<file path="src/rtl/sr_mc_control.sv">
// Multi-cycle control FSM for the schoolRISCV core: sequences FETCH/DECODE/EXEC/MEM/WB over
// one shared req/ack memory port, with sub-word lanes, misalignment and bus-timeout traps.
module sr_mc_control #(
  parameter int MEM_TIMEOUT = 16,
  parameter bit EN_SUBWORD  = 1'b1,
  localparam int TO_W = $clog2(MEM_TIMEOUT + 1)
) (
  input  logic       clk,
  input  logic       rst_n,
  input  logic [6:0] cmdOp,
  input  logic [2:0] cmdF3,
  input  logic [6:0] cmdF7,
  input  logic       aluZero,
  input  logic [1:0] addrLow,
  input  logic       mem_ack,
  output logic       mem_req,
  output logic       mem_we,
  output logic [3:0] mem_be,
  output logic       irWrite,
  output logic       pcWrite,
  output logic [1:0] pcSrc,
  output logic       regWrite,
  output logic       aluSrcA,
  output logic [1:0] aluSrcB,
  output logic [1:0] wdSrc,
  output logic [3:0] aluControl,
  output logic [1:0] ld_size,
  output logic       ld_uns,
  output logic       trap,
  output logic [1:0] trap_cause,
  output logic [2:0] state_o
);

  localparam logic [1:0] PC_PLUS4 = 2'd0, PC_BRANCH = 2'd1, PC_JAL = 2'd2, PC_JALR = 2'd3;
  localparam logic       ALUA_RS1 = 1'b0, ALUA_PC = 1'b1;
  localparam logic [1:0] ALUB_RS2 = 2'd0, ALUB_IMM_I = 2'd1, ALUB_IMM_S = 2'd2, ALUB_IMM_U = 2'd3;
  localparam logic [1:0] WD_ALU = 2'd0, WD_MEM = 2'd1, WD_PCPLUS4 = 2'd2, WD_IMMU = 2'd3;
  localparam logic [3:0] ALU_ADD = 4'd0, ALU_SUB = 4'd1, ALU_SLL = 4'd2, ALU_SLT = 4'd3,
                         ALU_SLTU = 4'd4, ALU_XOR = 4'd5, ALU_SRL = 4'd6, ALU_SRA = 4'd7,
                         ALU_OR = 4'd8, ALU_AND = 4'd9;
  localparam logic [6:0] OP_LUI = 7'b0110111, OP_AUIPC = 7'b0010111, OP_JAL = 7'b1101111,
                         OP_JALR = 7'b1100111, OP_BRANCH = 7'b1100011, OP_LOAD = 7'b0000011,
                         OP_STORE = 7'b0100011, OP_IMM = 7'b0010011, OP_OP = 7'b0110011;

  typedef enum logic [2:0] {
    S_FETCH = 3'd0, S_DECODE = 3'd1, S_EXEC = 3'd2, S_MEM = 3'd3, S_WB = 3'd4, S_TRAP = 3'd5
  } state_t;

  state_t          state_q, state_d;
  logic [TO_W-1:0] cnt_q, cnt_d;
  logic            memGo_q, memGo_d;
  logic            trap_q, trap_d;
  logic [1:0]      cause_q, cause_d;

  logic isLoad, isStore, isBranch, isJal, isJalr, isLui, isAuipc, isOp, legal;
  logic condZero, misaligned, timeoutHit;
  logic [3:0] arithOp, branchOp;
  logic memReq, memWe, irW, pcW, regW;
  logic [3:0] be;

  assign isLoad   = (cmdOp == OP_LOAD);
  assign isStore  = (cmdOp == OP_STORE);
  assign isBranch = (cmdOp == OP_BRANCH);
  assign isJal    = (cmdOp == OP_JAL);
  assign isJalr   = (cmdOp == OP_JALR);
  assign isLui    = (cmdOp == OP_LUI);
  assign isAuipc  = (cmdOp == OP_AUIPC);
  assign isOp     = (cmdOp == OP_OP);

  // BEQ/BGE/BGEU take the branch when the compare result is zero
  assign condZero   = cmdF3[2] ? cmdF3[0] : ~cmdF3[0];
  assign branchOp   = (cmdF3[2:1] == 2'b00) ? ALU_SUB : (cmdF3[1] ? ALU_SLTU : ALU_SLT);
  assign misaligned = ((cmdF3[1:0] == 2'b10) && (addrLow != 2'b00)) ||
                      ((cmdF3[1:0] == 2'b01) && addrLow[0]);
  assign timeoutHit = (cnt_q == TO_W'(MEM_TIMEOUT - 1));

  always_comb begin
    legal = 1'b0;
    case (cmdOp)
      OP_LUI, OP_AUIPC, OP_JAL: legal = 1'b1;
      OP_JALR:   legal = (cmdF3 == 3'b000);
      OP_BRANCH: legal = (cmdF3[2:1] != 2'b01);
      OP_LOAD:   legal = (cmdF3 == 3'b010) ||
                         (EN_SUBWORD && ((cmdF3[1:0] == 2'b00) || (cmdF3 == 3'b001) || (cmdF3 == 3'b101)));
      OP_STORE:  legal = (cmdF3 == 3'b010) || (EN_SUBWORD && (cmdF3[2:1] == 2'b00));
      OP_IMM: begin
        if (cmdF3 == 3'b001)      legal = (cmdF7 == 7'h00);
        else if (cmdF3 == 3'b101) legal = (cmdF7 == 7'h00) || (cmdF7 == 7'h20);
        else                      legal = 1'b1;
      end
      OP_OP:     legal = (cmdF7 == 7'h00) || ((cmdF7 == 7'h20) && ((cmdF3 == 3'b000) || (cmdF3 == 3'b101)));
      default:   legal = 1'b0;
    endcase
  end

  always_comb begin
    arithOp = ALU_ADD;
    case (cmdF3)
      3'b000:  arithOp = (isOp && cmdF7[5]) ? ALU_SUB : ALU_ADD;
      3'b001:  arithOp = ALU_SLL;
      3'b010:  arithOp = ALU_SLT;
      3'b011:  arithOp = ALU_SLTU;
      3'b100:  arithOp = ALU_XOR;
      3'b101:  arithOp = cmdF7[5] ? ALU_SRA : ALU_SRL;
      3'b110:  arithOp = ALU_OR;
      default: arithOp = ALU_AND;
    endcase
  end

  always_comb begin
    state_d = state_q; cnt_d = cnt_q; memGo_d = memGo_q; trap_d = trap_q; cause_d = cause_q;
    memReq = 1'b0; memWe = 1'b0; be = 4'b0000; irW = 1'b0; pcW = 1'b0; regW = 1'b0;
    pcSrc = PC_PLUS4; aluSrcA = ALUA_RS1; aluSrcB = ALUB_RS2; wdSrc = WD_ALU;
    aluControl = ALU_ADD; ld_size = 2'd0; ld_uns = 1'b0;
    case (state_q)
      S_FETCH: begin
        memReq = 1'b1;
        if (mem_ack) begin
          irW = 1'b1; cnt_d = '0; state_d = S_DECODE;
        end else if (timeoutHit) begin
          state_d = S_TRAP; trap_d = 1'b1; cause_d = 2'd3;
        end else begin
          cnt_d = cnt_q + TO_W'(1);
        end
      end
      S_DECODE: begin
        if (!legal) begin
          state_d = S_TRAP; trap_d = 1'b1; cause_d = 2'd1;
        end else begin
          state_d = S_EXEC;
        end
      end
      S_EXEC: begin
        cnt_d = '0;
        if (isLoad || isStore) begin
          aluSrcB = isStore ? ALUB_IMM_S : ALUB_IMM_I;
          memGo_d = 1'b0; state_d = S_MEM;
        end else begin
          pcW = 1'b1; state_d = S_FETCH;
          if (isBranch) begin
            aluControl = branchOp;
            pcSrc = (aluZero == condZero) ? PC_BRANCH : PC_PLUS4;
          end else if (isJal || isJalr) begin
            regW = 1'b1; wdSrc = WD_PCPLUS4;
            pcSrc = isJal ? PC_JAL : PC_JALR;
            aluSrcB = ALUB_IMM_I;
          end else if (isLui) begin
            regW = 1'b1; wdSrc = WD_IMMU;
          end else if (isAuipc) begin
            regW = 1'b1; aluSrcA = ALUA_PC; aluSrcB = ALUB_IMM_U;
          end else begin
            regW = 1'b1; aluControl = arithOp;
            aluSrcB = isOp ? ALUB_RS2 : ALUB_IMM_I;
          end
        end
      end
      S_MEM: begin
        aluSrcB = isStore ? ALUB_IMM_S : ALUB_IMM_I;
        // First MEM cycle only checks alignment; the request starts on the next one
        if (!memGo_q) begin
          if (misaligned) begin
            state_d = S_TRAP; trap_d = 1'b1; cause_d = 2'd2;
          end else begin
            memGo_d = 1'b1;
          end
        end else begin
          memReq = 1'b1;
          memWe  = isStore;
          if (isStore) begin
            case (cmdF3[1:0])
              2'b00:   be = 4'b0001 << addrLow;
              2'b01:   be = 4'b0011 << addrLow;
              default: be = 4'b1111;
            endcase
          end
          if (mem_ack) begin
            memGo_d = 1'b0; cnt_d = '0;
            if (isStore) begin
              pcW = 1'b1; state_d = S_FETCH;
            end else begin
              state_d = S_WB;
            end
          end else if (timeoutHit) begin
            state_d = S_TRAP; trap_d = 1'b1; cause_d = 2'd3;
          end else begin
            cnt_d = cnt_q + TO_W'(1);
          end
        end
      end
      S_WB: begin
        regW = 1'b1; wdSrc = WD_MEM; ld_size = cmdF3[1:0]; ld_uns = cmdF3[2];
        pcW = 1'b1; cnt_d = '0; state_d = S_FETCH;
      end
      S_TRAP:  state_d = S_TRAP;
      default: state_d = S_FETCH;
    endcase
  end

  always_ff @(posedge clk or negedge rst_n) begin
    if (!rst_n) begin
      state_q <= S_FETCH;
      cnt_q   <= '0;
      memGo_q <= 1'b0;
      trap_q  <= 1'b0;
      cause_q <= 2'd0;
    end else begin
      state_q <= state_d;
      cnt_q   <= cnt_d;
      memGo_q <= memGo_d;
      trap_q  <= trap_d;
      cause_q <= cause_d;
    end
  end

  // Strobes are forced low for the whole time reset is asserted, not just after the next edge
  assign mem_req    = memReq & rst_n;
  assign mem_we     = memWe & rst_n;
  assign mem_be     = be & {4{rst_n}};
  assign irWrite    = irW & rst_n;
  assign pcWrite    = pcW & rst_n;
  assign regWrite   = regW & rst_n;
  assign trap       = trap_q;
  assign trap_cause = cause_q;
  assign state_o    = state_q;

endmodule

</file>
<file path="config.mk">
export PLATFORM = sky130hd
export DESIGN_NAME = sr_mc_control
export DESIGN_NICKNAME = d
export VERILOG_FILES = /design/src/rtl/sr_mc_control.sv
export SDC_FILE = /design/constraint.sdc
export NUM_CORES = 1
export LEC_CHECK = 0
export ABC_CLOCK_PERIOD_IN_PS = 1900
export BUFFER_PORTS_ARGS = -buffer_cell sky130_fd_sc_hd__buf_2
export CELL_PAD_IN_SITES_DETAIL_PLACEMENT = 1
export CELL_PAD_IN_SITES_GLOBAL_PLACEMENT = 1
export CORE_UTILIZATION = 32
export CTS_CLUSTER_DIAMETER = 30
export DETAILED_ROUTE_END_ITERATION = 12
export PLACE_DENSITY = 0.8
export SLEW_MARGIN = 10
export SYNTH_ARGS = -nofsm -noshare
export SYNTH_HDL_FRONTEND = slang
export SYNTH_SLANG_ARGS = --single-unit
</file>
<file path="constraint.sdc">
create_clock -name clk -period 1.9 [get_ports clk]
set_input_delay 0.19 -clock clk [delete_from_list [all_inputs] [get_ports clk]]
set_output_delay 0.19 -clock clk [all_outputs]
set_load 0.01 [all_outputs]
</file>
==> flow_metrics.py, run 1 <==
metrics = {
    "cells_and_area": {
        "final_area_um2": 2000,
        "utilization_pct": 45.5,
        "drive_gt1_share_pct": 40.8,
        "final_nets": 288,
        "final_cell_mix": "buf_2, buf_4, nor2_1, nand2_1, o21ai_0",
        "diodes": 0,
        "mostFrequentLayoutCell": "buf_2",
        "area_growth_syn_to_layout_pct": 35.4,
    },
    "sta": {
        "fmax_ghz": 0.535,
        "maxSlewHeadroom_pct": 69.5,
        "slew_violations": 0,
        "skew_ns": 0.00535,
        "setup-violations-final": 0,
        "hold_viol": 0,
        "tightest_slew_ns": 0.457,
        "finalCritPeriodShare_pct": 98.5,
        "grt_setup_unrepaired": "yes",
        "fin_crit_ns": 1.87,
    },
    "placement": {
        "dpl_cell_area_um2": 1850,
        "port_buffers": 51,
        "hpwl_um": 3560,
        "place.gp.congestion": 0.779,
    },
    "power": {
        "power.density_nw_per_um2": 732,
        "p_leak_uw": 0.000933,
        "peakVddDrop_mv": 0.421,
    },
    "yosys": {
        "ys_types": 63,
        "netlist_area_um2": 1480,
        "ys_warn_count": 0,
        "async_flop_share_pct": 100,
        "ys_seq_elements": 12,
        "syn-num-nets": 224,
        "ys_seq_area_share_pct": 20.4,
        "synth_cells": 199,
        "synth_ff_type": "dfrtp_1",
        "synth_edf_count": 0,
        "postSynthAreaPerCell_um2": 7.41,
    },
    "drt": {
        "drt-total-wl_um": 4640,
        "drcViolationCount": 0,
        "drt_iter0_markers": 70,
        "viasPerCell": 5.49,
        "antenna_left": 0,
        "drtPass1Iterations": 4,
        "vias": 1724,
        "drt-wirelength-per-cell_um": 14.8,
    },
    "critical_path": {
        "crit_arrival_ns": 1.68,
        "cp.required_ns": 1.71,
        "critPathLaunchType": "flop",
        "path_class": "flop to output port",
        "worstRegToRegCells": 8,
        "crit_path_end_kind": "output port",
        "critPathMaxFanout": 9,
        "r2r-start": "cnt_q[0]",
        "crit_start": "state_o[2]",
    },
    "floorplan": {
        "die_h_um": 69.9,
        "core_area_um2": 4380,
        "io_pins": 52,
        "dieArea_um2": 4890,
        "initial_core_util_pct": 33.6,
        "fp.dieW_um": 69.9,
        "rows": 24,
    },
    "clock_tree": {
        "cts.sinks": 12,
        "cts_buffer_depth": 2,
        "cts_tree": "built",
        "cts_root_buf": "clkbuf_8",
        "numCtsBuffers": 3,
        "htree_levels": 1,
        "path_clk_slew_ns": 0.06,
        "clock_latency_ns": 0.24,
    },
    "min_path": {
        "hp-class": "primary input to asynchronous set/reset pin",
    },
    "global_route": {
        "track_usage_pct": 19.0,
        "grt-ovfl-total": 0,
        "first_global_vias": 1689,
        "antenna_found_initial": 0,
        "grt_pass1_wl_um": 7690,
        "grt_max_degree": 24,
    },
    "run": {
        "maxCapViolCount": 0,
    },
    "outcome": {
        "status": "finished clean",
    },
}
cell families after synthesis:
group / synth area share [%]
adders and majority gates: 1.70
AOI/OAI and AO/OA: 27.1
and+or+nand+nor: 39.3
DFF: 20.4
buffers and inverters: 7.46
muxes: 2.29
xor gates and xnor gates: 1.78
final timing paths:
check	slack (ns)	end
max	0.03	aluSrcB[1]
min	0.34	state_o[1]
max reg2reg	0.08	cnt_q[3]
min reg2reg	0.49	trap
max in group asynchronous	1.18	cnt_q[2]
min in group clk	0.44	cnt_q[4]
critical path, cell delays in order, from the launching register on:
cell and delay [ns]:
dfrtp_1 0.38, inv_2 0.07, nand2_2 0.06, or3_4 0.41, nor3b_4 0.23, or2_1 0.14
buf_2 0.13
sequential cells by signal, summed over array words and instances, names as in the netlist:
name,count
state_o,3
trap,1
memGo_q,1
cnt_q,5
trap_cause,2
area by class of cell:
class	instances	area [um2]
Timing Repair Buffer	71	415
Tap cell	52	65.1
Fill cell	560	2390
Sequential cell	12	300
Multi-Input combinational cell	168	1130
Clock buffer	4	55.1
Inverter	7	26.3
cell usage after synthesis, types with 2 or more instances:
library cell | n | area, um2
nand2b_1 | 5 | 31.3
buf_6 | 4 | 45.0
o21ai_1 | 4 | 20.0
mux2_2 | 3 | 33.8
and3_1 | 4 | 25.0
nand4_1 | 3 | 18.8
nor2b_1 | 5 | 31.3
nand3b_2 | 2 | 22.5
a21oi_1 | 14 | 70.1
a31oi_1 | 4 | 25.0
a211oi_1 | 2 | 15.0
nand3_1 | 5 | 25.0
inv_1 | 6 | 22.5
o21bai_1 | 2 | 15.0
ha_1 | 2 | 25.0
a31o_2 | 2 | 17.5
or3_1 | 3 | 18.8
xor2_1 | 2 | 17.5
clkbuf_1 | 2 | 7.51
or3b_1 | 2 | 17.5
nor2_2 | 2 | 12.5
dfrtp_1 | 12 | 300
nand2_1 | 17 | 63.8
and4_1 | 2 | 17.5
buf_2 | 4 | 20.0
o21a_1 | 3 | 22.5
nor2_1 | 20 | 75.1
nor3_1 | 12 | 60.1
o21ai_0 | 17 | 85.1
per-stage QoR:
step                      power [uW]  worst slack (ns)  std cells  hold WS [ns]  setup TNS (ns)
final                           1460            0.0294        314         0.341               0
after global routing            1580           -0.0385        314         0.351         -0.0573
after CTS                       1420            0.0214        314         0.339               0
after global placement          1110            0.0606        308        0.0613               0
after floorplan                  814            0.0114        199        -0.106               0
after detailed placement        1120           -0.0224        308        0.0619         -0.0224
layer usage:
layer / wire length [um] / global-route usage, %
met1: 2260 / 26.7
met2: 2190 / 31.8
met3: 144 / 3.32
met4: 38 / 1.33
met5: 0 / 0
report_power, final:
| part | internal [uW] | switching (uW) | total [uW] |
|---|---|---|---|
| clock | 183 | 103 | 287 |
| sequential | 298 | 25.5 | 323 |
| combinational | 354 | 497 | 851 |
| total | 835 | 625 | 1460 |
what timing repair did:
item / 4_1_cts / 5_1_grt
pin swaps: 2 / 7
gates resized for setup: 5 / 14
endpoints found under the setup margin: 7 / 11
buffers inserted: 1 / 0
hold buffers: 1 / 0
hold endpoints to repair: 5 / 0
(Power assumes the default switching activity.)
==> inputs of run 2 (changes only) <==
Settings changed: ABC_CLOCK_PERIOD_IN_PS 1900 to 1520, PLACE_DENSITY 0.8 to not set, PLACE_DENSITY_LB_ADDON set to 0.1.
Clock period 1.9 ns to 1.52 ns, I/O delays scaled along.
==> flow_metrics.py, run 2 (synthesis gave the netlist of run 1 again) <==
metrics = {
    "outcome": {
        "status": "finished, violations left",
        "violations": "negative setup slack",
    },
    "critical_path": {
        "crit_path_end_kind": "flop",
        "crit_arrival_ns": 2.05,
        "critPathLaunchType": "flop",
        "critPathMaxFanout": 6,
        "rrSetupSlack_ns": -0.39,
        "worstRegToRegCells": 9,
        "r2r-start": "cnt_q[1]",
        "r2r-end": "cnt_q[0]",
        "path_class": "flop to flop",
        "crit_slowest_cell": "dfrtp_1",
        "crit_start": "cnt_q[1]",
        "cp.required_ns": 1.66,
        "cpPeakStageDelay_ns": 0.38,
        "worstPathCellList": "ha_2 -> and3_4 -> ha_4 -> nor3b_4 -> o22ai_4 -> a21oi_4 -> buf_4 -> nand2_1 -> o21ai_0",
    },
    "floorplan": {
        "initial_core_util_pct": 33.6,
        "die_h_um": 69.9,
        "fp.dieW_um": 69.9,
        "dieArea_um2": 4890,
        "io_pins": 52,
        "rows": 24,
        "core_area_um2": 4380,
    },
    "clock_tree": {
        "numCtsBuffers": 3,
        "cts_tree": "built",
        "cts_root_buf": "clkbuf_8",
        "clock_latency_ns": 0.26,
        "path_clk_slew_ns": 0.05,
        "cts_buffer_depth": 2,
        "htree_levels": 1,
        "cts.sinks": 12,
    },
    "drt": {
        "drt_iter0_markers": 92,
        "drt-total-wl_um": 7120,
        "drcViolationCount": 0,
        "routedLengthMet1_um": 3050,
        "viasPerCell": 5.60,
        "antenna_left": 0,
        "drtPass1Iterations": 4,
        "wl_met3_um": 338,
        "met2WireLength_um": 3610,
        "vias": 2023,
        "highest_layer": "met4",
        "drt-wirelength-per-cell_um": 19.7,
    },
    "min_path": {
        "hp-class": "primary input to asynchronous set/reset pin",
    },
    "power": {
        "peakVddDrop_mv": 0.578,
        "power.density_nw_per_um2": 952,
        "p_leak_uw": 0.00121,
        "total_power_uw": 2480,
    },
    "sta": {
        "setup_tns_ns": -6.91,
        "fin_crit_ns": 1.91,
        "grt_setup_unrepaired": "yes",
        "maxSlewHeadroom_pct": 67.2,
        "skew_ns": 0.00713,
        "fin_ws_ns": -0.385,
        "finalCritPeriodShare_pct": 125,
        "hold_viol": 0,
        "slew_violations": 0,
        "tightest_slew_ns": 0.489,
        "setup-violations-final": 29,
        "fmax_ghz": 0.525,
        "timing.hold.ws_ns": 0.313,
    },
    "placement": {
        "place.gp.congestion": 0.805,
        "pre_cts_ws_ns": -0.352,
        "hpwl_um": 4150,
        "port_buffers": 51,
    },
    "cells_and_area": {
        "final_cell_mix": "buf_4, buf_2, nor2_1, nand2_1, o21ai_0",
        "final_nets": 335,
        "largest_reg_flops": 5,
        "fillers": 530,
        "drive_gt1_share_pct": 56.6,
        "mostFrequentLayoutCell": "buf_4",
        "top_register": "cnt_q",
        "diodes": 0,
        "area_growth_syn_to_layout_pct": 76.7,
    },
    "global_route": {
        "antenna_found_initial": 0,
        "grt-ovfl-total": 0,
        "first_global_vias": 2084,
        "track_usage_pct": 25.2,
        "grt_pass1_wl_um": 9930,
        "grt_max_degree": 14,
    },
    "run": {
        "maxCapViolCount": 0,
    },
}
-- run 2: routing by layer --
layer,track usage (%),vias up
li1,-,946
met1,32.6,1002
met2,45.1,61
met3,3.46,14
met4,4.00,0
met5,0,-
-- run 2: area by class of cell --
type	instances	area, um2	area share [%]
clock buffers	4	55.1	2.11
flip-flops and latches	12	302	11.6
inverters	7	26.3	1.01
multi-input cells	168	1320	50.5
well taps	52	65.1	2.50
repair buffers	118	842	32.3
-- run 2: timing repair --
item                                   in CTS  in global routing
setup endpoints to repair                  33                 34
endpoints found under the hold margin      12                  0
pin swaps                                  12                 11
cloned                                      0                  2
hold buffers                                1                  0
buffers inserted                           16                  6
resized for setup                          27                 33
-- run 2: where the power goes --
group,internal (uW),switching (uW)
clock,230,141
sequential,375,56.2
combinational,801,878
total,1410,1080
-- run 2: worst max path at each step --
| stage | depth (start not counted) | slack, ns | to |
|---|---|---|---|
| floorplan | 8 | -0.24 | cnt_q[3] |
| global placement | 8 | -0.29 | cnt_q[3] |
| detailed placement | 8 | -0.35 | cnt_q[2] |
| CTS | 8 | -0.31 | cnt_q[3] |
| global route | 9 | -0.46 | cnt_q[0] |
| finish | 9 | -0.39 | cnt_q[0] |
-- run 2: worst max-delay path: cells and delay by family (launching register included) --
| kind | cells | cell delay (ns) |
|---|---|---|
| buffers and inverters | 1 | 0.17 |
| flip-flops | 1 | 0.38 |
| AO/OA/AOI/OAI | 3 | 0.43 |
| AND/OR/NAND/NOR | 3 | 0.48 |
| adder cells (fa/ha/maj) | 2 | 0.34 |
-- run 2: metrics by stage --
| stage | util, % | instances | area, um2 |
|---|---|---|---|
| after global routing | 59.4 | 361 | 2610 |
| after detailed placement | 48.6 | 334 | 2130 |
| after CTS | 54.8 | 355 | 2400 |
| after global placement | 48.6 | 334 | 2130 |
| final | 59.4 | 361 | 2610 |
| after floorplan | - | 199 | 1550 |
==> inputs of run 3 (changes only) <==
Settings changed: GPL_ROUTABILITY_DRIVEN set to 0, GPL_TIMING_DRIVEN set to 0.
==> flow_metrics.py, run 3 (synthesis gave the netlist of run 1 again) <==
metrics = {
    "outcome": {
        "status": "finished, violations left",
        "violations": "negative setup slack",
    },
    "drt": {
        "drt_iter0_markers": 57,
        "drt-wirelength-per-cell_um": 19.5,
        "drcViolationCount": 0,
        "vias": 1932,
        "drt-total-wl_um": 6650,
        "drtPass1Iterations": 4,
        "antenna_left": 0,
        "viasPerCell": 5.65,
    },
    "sta": {
        "slew_violations": 0,
        "hold_viol": 0,
        "fmax_ghz": 0.529,
        "skew_ns": 0.00177,
        "tightest_slew_ns": 0.621,
        "setup-violations-final": 34,
        "grt_setup_unrepaired": "yes",
        "setup_tns_ns": -7.85,
        "fin_crit_ns": 1.89,
        "finalCritPeriodShare_pct": 124,
        "maxSlewHeadroom_pct": 58.4,
        "fin_ws_ns": -0.371,
    },
    "global_route": {
        "track_usage_pct": 25.1,
        "grt_pass1_wl_um": 9720,
        "antenna_found_initial": 0,
        "grt_max_degree": 13,
        "grt-ovfl-total": 0,
        "first_global_vias": 1926,
    },
    "critical_path": {
        "worstRegToRegCells": 8,
        "r2r-start": "cnt_q[0]",
        "critPathLaunchType": "flop",
        "rrSetupSlack_ns": -0.35,
        "cp.required_ns": 1.37,
        "crit_start": "state_o[2]",
        "crit_path_end_kind": "output port",
        "path_class": "flop to output port",
        "r2r-end": "cnt_q[3]",
        "crit_arrival_ns": 1.74,
        "critPathMaxFanout": 8,
    },
    "min_path": {
        "min_to": "trap",
        "hp-class": "flop to flop",
        "hold_path_depth": 2,
        "hold_path_startpoint": "trap",
    },
    "cells_and_area": {
        "largest_reg_flops": 5,
        "final_cell_mix": "buf_2, buf_4, buf_6, nor2_1, nand2_1",
        "mostFrequentLayoutCell": "buf_2",
        "top_register": "cnt_q",
        "multi_input_area_um2": 1410,
        "final_nets": 316,
        "drive_gt1_share_pct": 60.0,
        "fillers": 525,
        "area_growth_syn_to_layout_pct": 77.6,
        "seq_area_um2": 304,
        "final_area_um2": 2620,
        "diodes": 0,
    },
    "power": {
        "peakVddDrop_mv": 0.767,
        "power.density_nw_per_um2": 939,
        "p_leak_uw": 0.00117,
    },
    "clock_tree": {
        "cts_tree": "built",
        "clock_latency_ns": 0.25,
        "cts_buffer_depth": 2,
        "cts.sinks": 12,
        "path_clk_slew_ns": 0.06,
        "numCtsBuffers": 3,
        "cts_root_buf": "clkbuf_8",
        "htree_levels": 1,
    },
    "run": {
        "maxCapViolCount": 0,
    },
    "placement": {
        "hpwl_um": 3820,
        "dpl_cell_area_um2": 1860,
        "port_buffers": 49,
        "pre_cts_ws_ns": -0.465,
    },
    "floorplan": {
        "fp.dieW_um": 69.9,
        "dieArea_um2": 4890,
        "rows": 24,
        "die_h_um": 69.9,
        "io_pins": 52,
        "core_area_um2": 4380,
        "initial_core_util_pct": 33.6,
    },
}
run 3: worst max path at each step:
stage          slack (ns)  cells after the start    endpoint
5_1_grt             -0.43                      7   mem_be[1]
6_report            -0.37                      7  aluSrcB[1]
3_5_place_dp        -0.46                      8    cnt_q[2]
2_1_floorplan       -0.24                      8    cnt_q[3]
3_3_place_gp        -0.44                      8    cnt_q[2]
4_1_cts             -0.33                      7  aluSrcB[1]
run 3: what timing repair did:
action,4_1_cts,5_1_grt
gates cloned,0,0
pin swaps,23,20
gates resized for setup,59,47
hold buffers,1,0
hold endpoints to repair,12,0
setup buffers,29,13
endpoints found under the setup margin,34,35
run 3: layout make-up:
type | count | share of cell area (%)
multi-input cells | 168 | 53.6
repair buffers | 88 | 24.2
flip-flops and latches | 12 | 11.6
plain buffers | 11 | 5.01
well taps | 52 | 2.48
clock buffers | 4 | 2.10
inverters | 7 | 1.00
run 3: where the power goes:
part / leakage (uW) / switching [uW] / internal, uW
logic: 0.000995 / 913 / 746
registers: 0.000145 / 57.0 / 375
clock network: 0.0000288 / 138 / 230
total: 0.00117 / 1110 / 1350
run 3: metrics by stage:
| step | utilization (%) | total power [uW] | hold slack (ns) | cells |
|---|---|---|---|---|
| 3_3_place_gp | 42.5 | 1310 | 0.0826 | 300 |
| 2_1_floorplan | - | 1030 | -0.144 | 199 |
| 6_report | 59.8 | 2460 | 0.477 | 342 |
| 4_1_cts | 54.5 | 2170 | 0.428 | 333 |
| 3_5_place_dp | 42.5 | 1330 | 0.0867 | 300 |
| 5_1_grt | 59.8 | 2590 | 0.530 | 342 |
run 3: metal layers:
metal	routed length (um)	track usage, %
met4	40	4.22
met3	296	4.04
met2	3390	42.9
met1	2920	33.7
met5	0	0
run 3: critical path, cell delays in order (launching register included):
cell	delay, ns
dfrtp_1	0.40
inv_2	0.09
nand2_4	0.06
or3_4	0.34
buf_12	0.16
nor3b_4	0.18
or2_1	0.13
buf_2	0.13
